### config.mk
export PLATFORM = sky130hd
export DESIGN_NAME = norm_dist_pn_pos_sum_pipe
export DESIGN_NICKNAME = d
export VERILOG_FILES = /design/src/rtl/norm_dist_pn_pos_sum_pipe_pkg.sv /design/src/rtl/norm_dist_pn_pos_sum_pipe_est.sv /design/src/rtl/norm_dist_pn_pos_sum_pipe.sv
export VERILOG_INCLUDE_DIRS = /design/src /design/src/rtl
export SDC_FILE = /design/constraint.sdc
export NUM_CORES = 1
export LEC_CHECK = 0
export CORE_MARGIN = 3
export CORE_UTILIZATION = 35
export CTS_CLUSTER_DIAMETER = 100
export DETAILED_ROUTE_END_ITERATION = 8
export GPL_TIMING_DRIVEN = 0
export HOLD_SLACK_MARGIN = 0.1
export SYNTH_ARGS = -nofsm -noshare
export SYNTH_HDL_FRONTEND = slang
export SYNTH_HIERARCHICAL = 1
export SYNTH_SLANG_ARGS = --single-unit
### constraint.sdc
create_clock -name clock -period 6.37 [get_ports clock]
set_input_delay 1.274 -clock clock [delete_from_list [all_inputs] [get_ports clock]]
set_output_delay 1.274 -clock clock [all_outputs]
set_load 0.01 [all_outputs]
### src/rtl/fpu_common.sv
// rtl/fpu_common.sv - shared FPU helper macros
`ifndef FPU_COMMON_SVH
`define FPU_COMMON_SVH

`define ceilLog2(x) ($clog2(x))

`endif

### src/rtl/norm_dist_pn_pos_sum_pipe_pkg.sv
// rtl/norm_dist_pn_pos_sum_pipe_pkg.sv - shared defaults for the normalizing sum pipeline
`ifndef FPU_COMMON_SVH
`include "fpu_common.sv"
`endif

package norm_dist_pn_pos_sum_pipe_pkg;
    localparam int DEFAULT_N    = 24;
    localparam int DEFAULT_SIZE = 50;
endpackage

### src/rtl/norm_dist_pn_pos_sum_pipe_est.sv
// rtl/norm_dist_pn_pos_sum_pipe_est.sv - leading-one distance estimate for a positive sum a+b
`ifndef FPU_COMMON_SVH
`include "fpu_common.sv"
`endif

module estNormDistPNPosSumS
    import norm_dist_pn_pos_sum_pipe_pkg::*;
#(
    parameter int N    = DEFAULT_N,
    parameter int size = DEFAULT_SIZE,
    localparam int normDistSize = `ceilLog2(size + N)
) (
    input  logic [size-1:0]         a,
    input  logic [size-1:0]         b,
    output logic [normDistSize-1:0] est
);

    logic [size-1:0] key;

    // The key's top set bit lands on the sum's leading one or one position above it.
    always_comb begin
        key = (a ^ b) ^ ((a | b) << 1);
        est = normDistSize'(N + size - 1);
        for (int i = 0; i < size; i++) begin
            if (i > 0 && key[i]) begin
                est = normDistSize'(N + size - 1 - i);
            end
        end
    end

endmodule

### src/rtl/norm_dist_pn_pos_sum_pipe.sv
// rtl/norm_dist_pn_pos_sum_pipe.sv - two-stage add-and-normalize pipeline with valid/ready handshake
`ifndef FPU_COMMON_SVH
`include "fpu_common.sv"
`endif

module norm_dist_pn_pos_sum_pipe
    import norm_dist_pn_pos_sum_pipe_pkg::*;
#(
    parameter int N    = DEFAULT_N,
    parameter int size = DEFAULT_SIZE,
    localparam int normDistSize = `ceilLog2(size + N)
) (
    input  logic                    clock,
    input  logic                    reset,
    input  logic                    in_valid,
    output logic                    in_ready,
    input  logic [size-1:0]         a,
    input  logic [size-1:0]         b,
    output logic                    out_valid,
    input  logic                    out_ready,
    output logic [size-1:0]         sigOut,
    output logic [normDistSize-1:0] normDist,
    output logic                    isZero
);

    logic                    s1_valid;
    logic [size-1:0]         s1_sum;
    logic [normDistSize-1:0] s1_est;
    logic [normDistSize-1:0] est;
    logic                    s1_ready;
    logic                    s2_ready;
    logic                    accept;

    logic [normDistSize-1:0] shift_amt;
    logic [size-1:0]         coarse;
    logic                    fix;
    logic [size-1:0]         norm_sig;
    logic [normDistSize-1:0] norm_dist;
    logic                    norm_zero;

    estNormDistPNPosSumS #(
        .N    (N),
        .size (size)
    ) u_est (
        .a   (a),
        .b   (b),
        .est (est)
    );

    assign s2_ready = !out_valid || out_ready;
    assign s1_ready = !s1_valid || s2_ready;
    assign in_ready = s1_ready;
    assign accept   = in_valid && s1_ready;

    always_ff @(posedge clock or posedge reset) begin
        if (reset) begin
            s1_valid <= 1'b0;
        end else if (s1_ready) begin
            s1_valid <= in_valid;
        end
    end

    always_ff @(posedge clock) begin
        if (accept) begin
            s1_sum <= a + b;
            s1_est <= est;
        end
    end

    // The estimate may fall one short of the leading one; a single extra shift covers it.
    always_comb begin
        shift_amt = s1_est - normDistSize'(N);
        coarse    = s1_sum << shift_amt;
        fix       = !coarse[size-1] && (shift_amt < normDistSize'(size - 1));
        norm_sig  = fix ? (coarse << 1) : coarse;
        norm_dist = fix ? (s1_est + normDistSize'(1)) : s1_est;
        norm_zero = (s1_sum == '0);
    end

    always_ff @(posedge clock or posedge reset) begin
        if (reset) begin
            out_valid <= 1'b0;
            sigOut    <= '0;
            normDist  <= '0;
            isZero    <= 1'b0;
        end else if (s2_ready) begin
            out_valid <= s1_valid;
            if (s1_valid) begin
                sigOut   <= norm_sig;
                normDist <= norm_dist;
                isZero   <= norm_zero;
            end
        end
    end

endmodule

==> impl_metrics.json <==
{
  "max_slew.worst_pin.slew_ps": 980,
  "fmax_ghz": 0.211,
  "clock_path_buffers": 2,
  "critPathArrivalTime_ps": 5040,
  "htreeDepth": 4,
  "num_antenna_cells": 0,
  "dieHeight_microns": 194,
  "pin_count": 164,
  "dp_hpwl_microns": 34300,
  "crit_type": "flop to flop",
  "status": "complete, no violations",
  "syn-instance-count": 1465,
  "final_nets": 1855,
  "slew_viol_final": 0,
  "syn_nets": 1671,
  "vias": 11599,
  "worstHoldStart": "sigOut[9]$_DFFE_PP0P_",
  "first_pass_iters": 6,
  "layout_min_cycle_time_ps": 4730,
  "finClkSkew_ps": 10.6,
  "rr_startpoint": "s1_est[3]$_DFFE_PP_",
  "row_count": 68,
  "grtUsageTotal_pct": 21.4,
  "cellPowerDensity_mw_per_mm2": 236,
  "synth_area_sq_mm": 0.0124,
  "die_area_sq_mm": 0.0378,
  "synth.avg_cell_area_sq_um": 8.48,
  "place_congestion": 0.948,
  "whs_path_depth": 2,
  "path_cells": "clkinv_1 > clkbuf_1 > clkbuf_1 > ha_1 > clkinv_1 > a21oi_1 > a222oi_1 > buf_2 > nand2b_1 > clkbuf_1 > nor3_1 > a221o_1",
  "required_ps": 6680,
  "slowest_delay_ps": 750,
  "worst_slack_ps": 1640,
  "start_kind": "flop",
  "min_to": "sigOut[9]$_DFFE_PP0P_",
  "ir_drop_mv": 0.194,
  "synthArstFlopShare_pct": 51.3,
  "layout-drive-gt1-share_pct": 7.10,
  "drc": 0,
  "grt_max_degree": 45,
  "area_growth_pct": 22.7,
  "hold_class": "flop to flop",
  "r2r_end": "sigOut[19]$_DFFE_PP0P_",
  "grt_first_pass_wirelength_microns": 65100,
  "synth_edf_count": 57,
  "wl_per_cell_microns": 19.5,
  "ys_types": 72,
  "clk_pin_slew_ps": 60,
  "fin_area_sq_mm": 0.0152,
  "overflow": 0,
  "placed_cell_area_sq_mm": 0.0147,
  "ys_ff_latch": 117,
  "fin_util_pct": 43.8,
  "clk_latency_ps": 430,
  "crit_path_top_delay_cell": "a21oi_1",
  "worstSetupEndpointType": "flop",
  "setup_viol_count_final": 0,
  "synth_flop_cell": "dfrtp_1",
  "cts_tree": "done",
  "cellLeakagePower_nw": 6.52,
  "rsz0062_at_grt": "no",
  "coreArea_sq_mm": 0.0348,
  "yosys_warnings": 6,
  "die-width_microns": 194,
  "cts-resized-gates": 0,
  "wirelength_microns": 41300,
  "drv_cap": 0,
  "postCtsSetupBuffers": 0,
  "ys_seq_area_share_pct": 25.9,
  "start_util_pct": 35.7,
  "crit_fanout": 10,
  "antenna_found_initial": 0,
  "final-hold-violation-count": 0,
  "fin_crit_sh_pct": 74.3,
  "r2r_slack_ps": 1640,
  "reg2reg_depth": 12,
  "dp_slack_ps": 1330,
  "cp_common_cell": "clkbuf_1",
  "hold_ws_ps": 475,
  "numPortBuffers": 163,
  "critPathBufInv": 6,
  "finalSetupTns_ps": 0,
  "root_buffer": "clkbuf_16",
  "ctsHoldBuffers": 0,
  "critical_path.top_delay_family": "buffers and inverters",
  "vias_per_cell": 5.48,
  "max_slew_margin_pct": 34.0,
  "cts_buffers": 17,
  "cts_sinks": 117,
  "first_iter_violations": 941,
  "fill_cells": 3515,
  "antenna_left": 0,
  "first_global_vias": 11732
}
==> layer usage <==
| metal | up-vias | track usage [%] | wire length [microns] |
|---|---|---|---|
| met2 | 326 | 36.9 | 19900 |
| met1 | 5527 | 28.6 | 18800 |
| li1 | 5695 | - | - |
| met4 | 0 | 6.04 | 825 |
| met3 | 51 | 2.25 | 1660 |
| met5 | - | 0 | 0 |
==> kinds of logic (layout without fill, tap and decap cells) <==
logic type               after synthesis  in the layout  share of synthesized area, %
XOR/XNOR                             108            108                          7.68
AND/OR/NAND/NOR                      436            436                          16.1
AO/OA/AOI/OAI                        372            372                          19.3
buffers and inverters                205            402                          6.62
flip-flops                           117            117                          25.9
adder cells (fa/ha/maj)              102            102                          10.3
multiplexers                         125            125                          14.1
==> placed cells by master, fill, tap and decap left out, drive strengths merged, types with 15 or more instances in the layout <==
| cell | count |
|---|---|
| mux4 | 38 |
| nand4 | 17 |
| dfrtp | 60 |
| buf | 27 |
| a21oi | 99 |
| mux2 | 17 |
| nand3 | 20 |
| a31oi | 15 |
| nand2b | 17 |
| xnor2 | 59 |
| o21ai | 91 |
| inv | 123 |
| ha | 101 |
| nor2 | 131 |
| a21o | 25 |
| nor4 | 19 |
| xor2 | 49 |
| edfxtp | 57 |
| o211ai | 16 |
| clkdlybuf4s50 | 163 |
| clkbuf | 74 |
| mux2i | 70 |
| nor3 | 17 |
| nand2 | 164 |
| a221o | 21 |
==> through the flow <==
stage / instances / total power, mW
floorplan: 1465 / 2.04
global placement: 2083 / 2.62
detailed placement: 2085 / 2.64
CTS: 2117 / 3.60
global route: 2117 / 3.80
finish: 2117 / 3.59
==> final cells by class <==
cell class	count	area, sq um	share of cell area, %
multi-input cells	1143	8390	55.0
flip-flops and latches	117	3210	21.1
repair buffers	165	1670	11.0
well taps	455	569	3.73
inverters	123	462	3.03
clock buffers	17	425	2.79
plain buffers	82	360	2.36
clock inverters	15	156	1.03
==> synthesized netlist by cell type, drive strengths merged (19+ instances only) <==
cell type  instances  share of area (%)
nand2            164                5.0
nor2             131                4.0
inv              121                3.7
ha               101                 10
a21oi             99                4.0
o21ai             91                3.7
mux2i             70                5.6
dfrtp             60                 12
xnor2             59                4.2
clkbuf            57                1.7
edfxtp            57                 14
xor2              49                3.5
mux4              38                6.9
a21o              25                1.5
buf               25                1.2
a221o             21                1.7
nand3             20               0.81
nor4              19                1.0
==> worst reg2reg max path, stage by stage (launching register included) <==
cell      delay [ps]
edfxtp_1         540
clkinv_1         250
clkbuf_1         470
clkbuf_1         540
ha_1             280
clkinv_1         250
a21oi_1          750
a222oi_1         230
buf_2            240
nand2b_1         220
clkbuf_1         420
nor3_1           140
a221o_1          280
==> power by group <==
part	internal [mW]	switching (mW)
sequential	0.944	0.106
combinational	0.712	0.881
clock	0.576	0.373
==> state kept, by name, summed over array words and instances, names as in the netlist <==
signal     flops
isZero         1
s1_valid       1
sigOut        50
out_valid      1
normDist       7
s1_est         7
s1_sum        50
==> worst max-delay path by stage <==
stage / start / to / slack (ps) / cells past startpoint
2_1_floorplan: a[0] / s1_sum[42]$_DFFE_PP_ / 2510 / 12
3_3_place_gp: a[0] / s1_sum[46]$_DFFE_PP_ / 1320 / 13
3_5_place_dp: a[0] / s1_sum[46]$_DFFE_PP_ / 1330 / 13
4_1_cts: s1_est[3]$_DFFE_PP_ / sigOut[19]$_DFFE_PP0P_ / 1630 / 12
5_1_grt: s1_est[3]$_DFFE_PP_ / sigOut[29]$_DFFE_PP0P_ / 1340 / 12
6_report: s1_est[3]$_DFFE_PP_ / sigOut[19]$_DFFE_PP0P_ / 1640 / 12
Power figures use the tool's default switching activity.
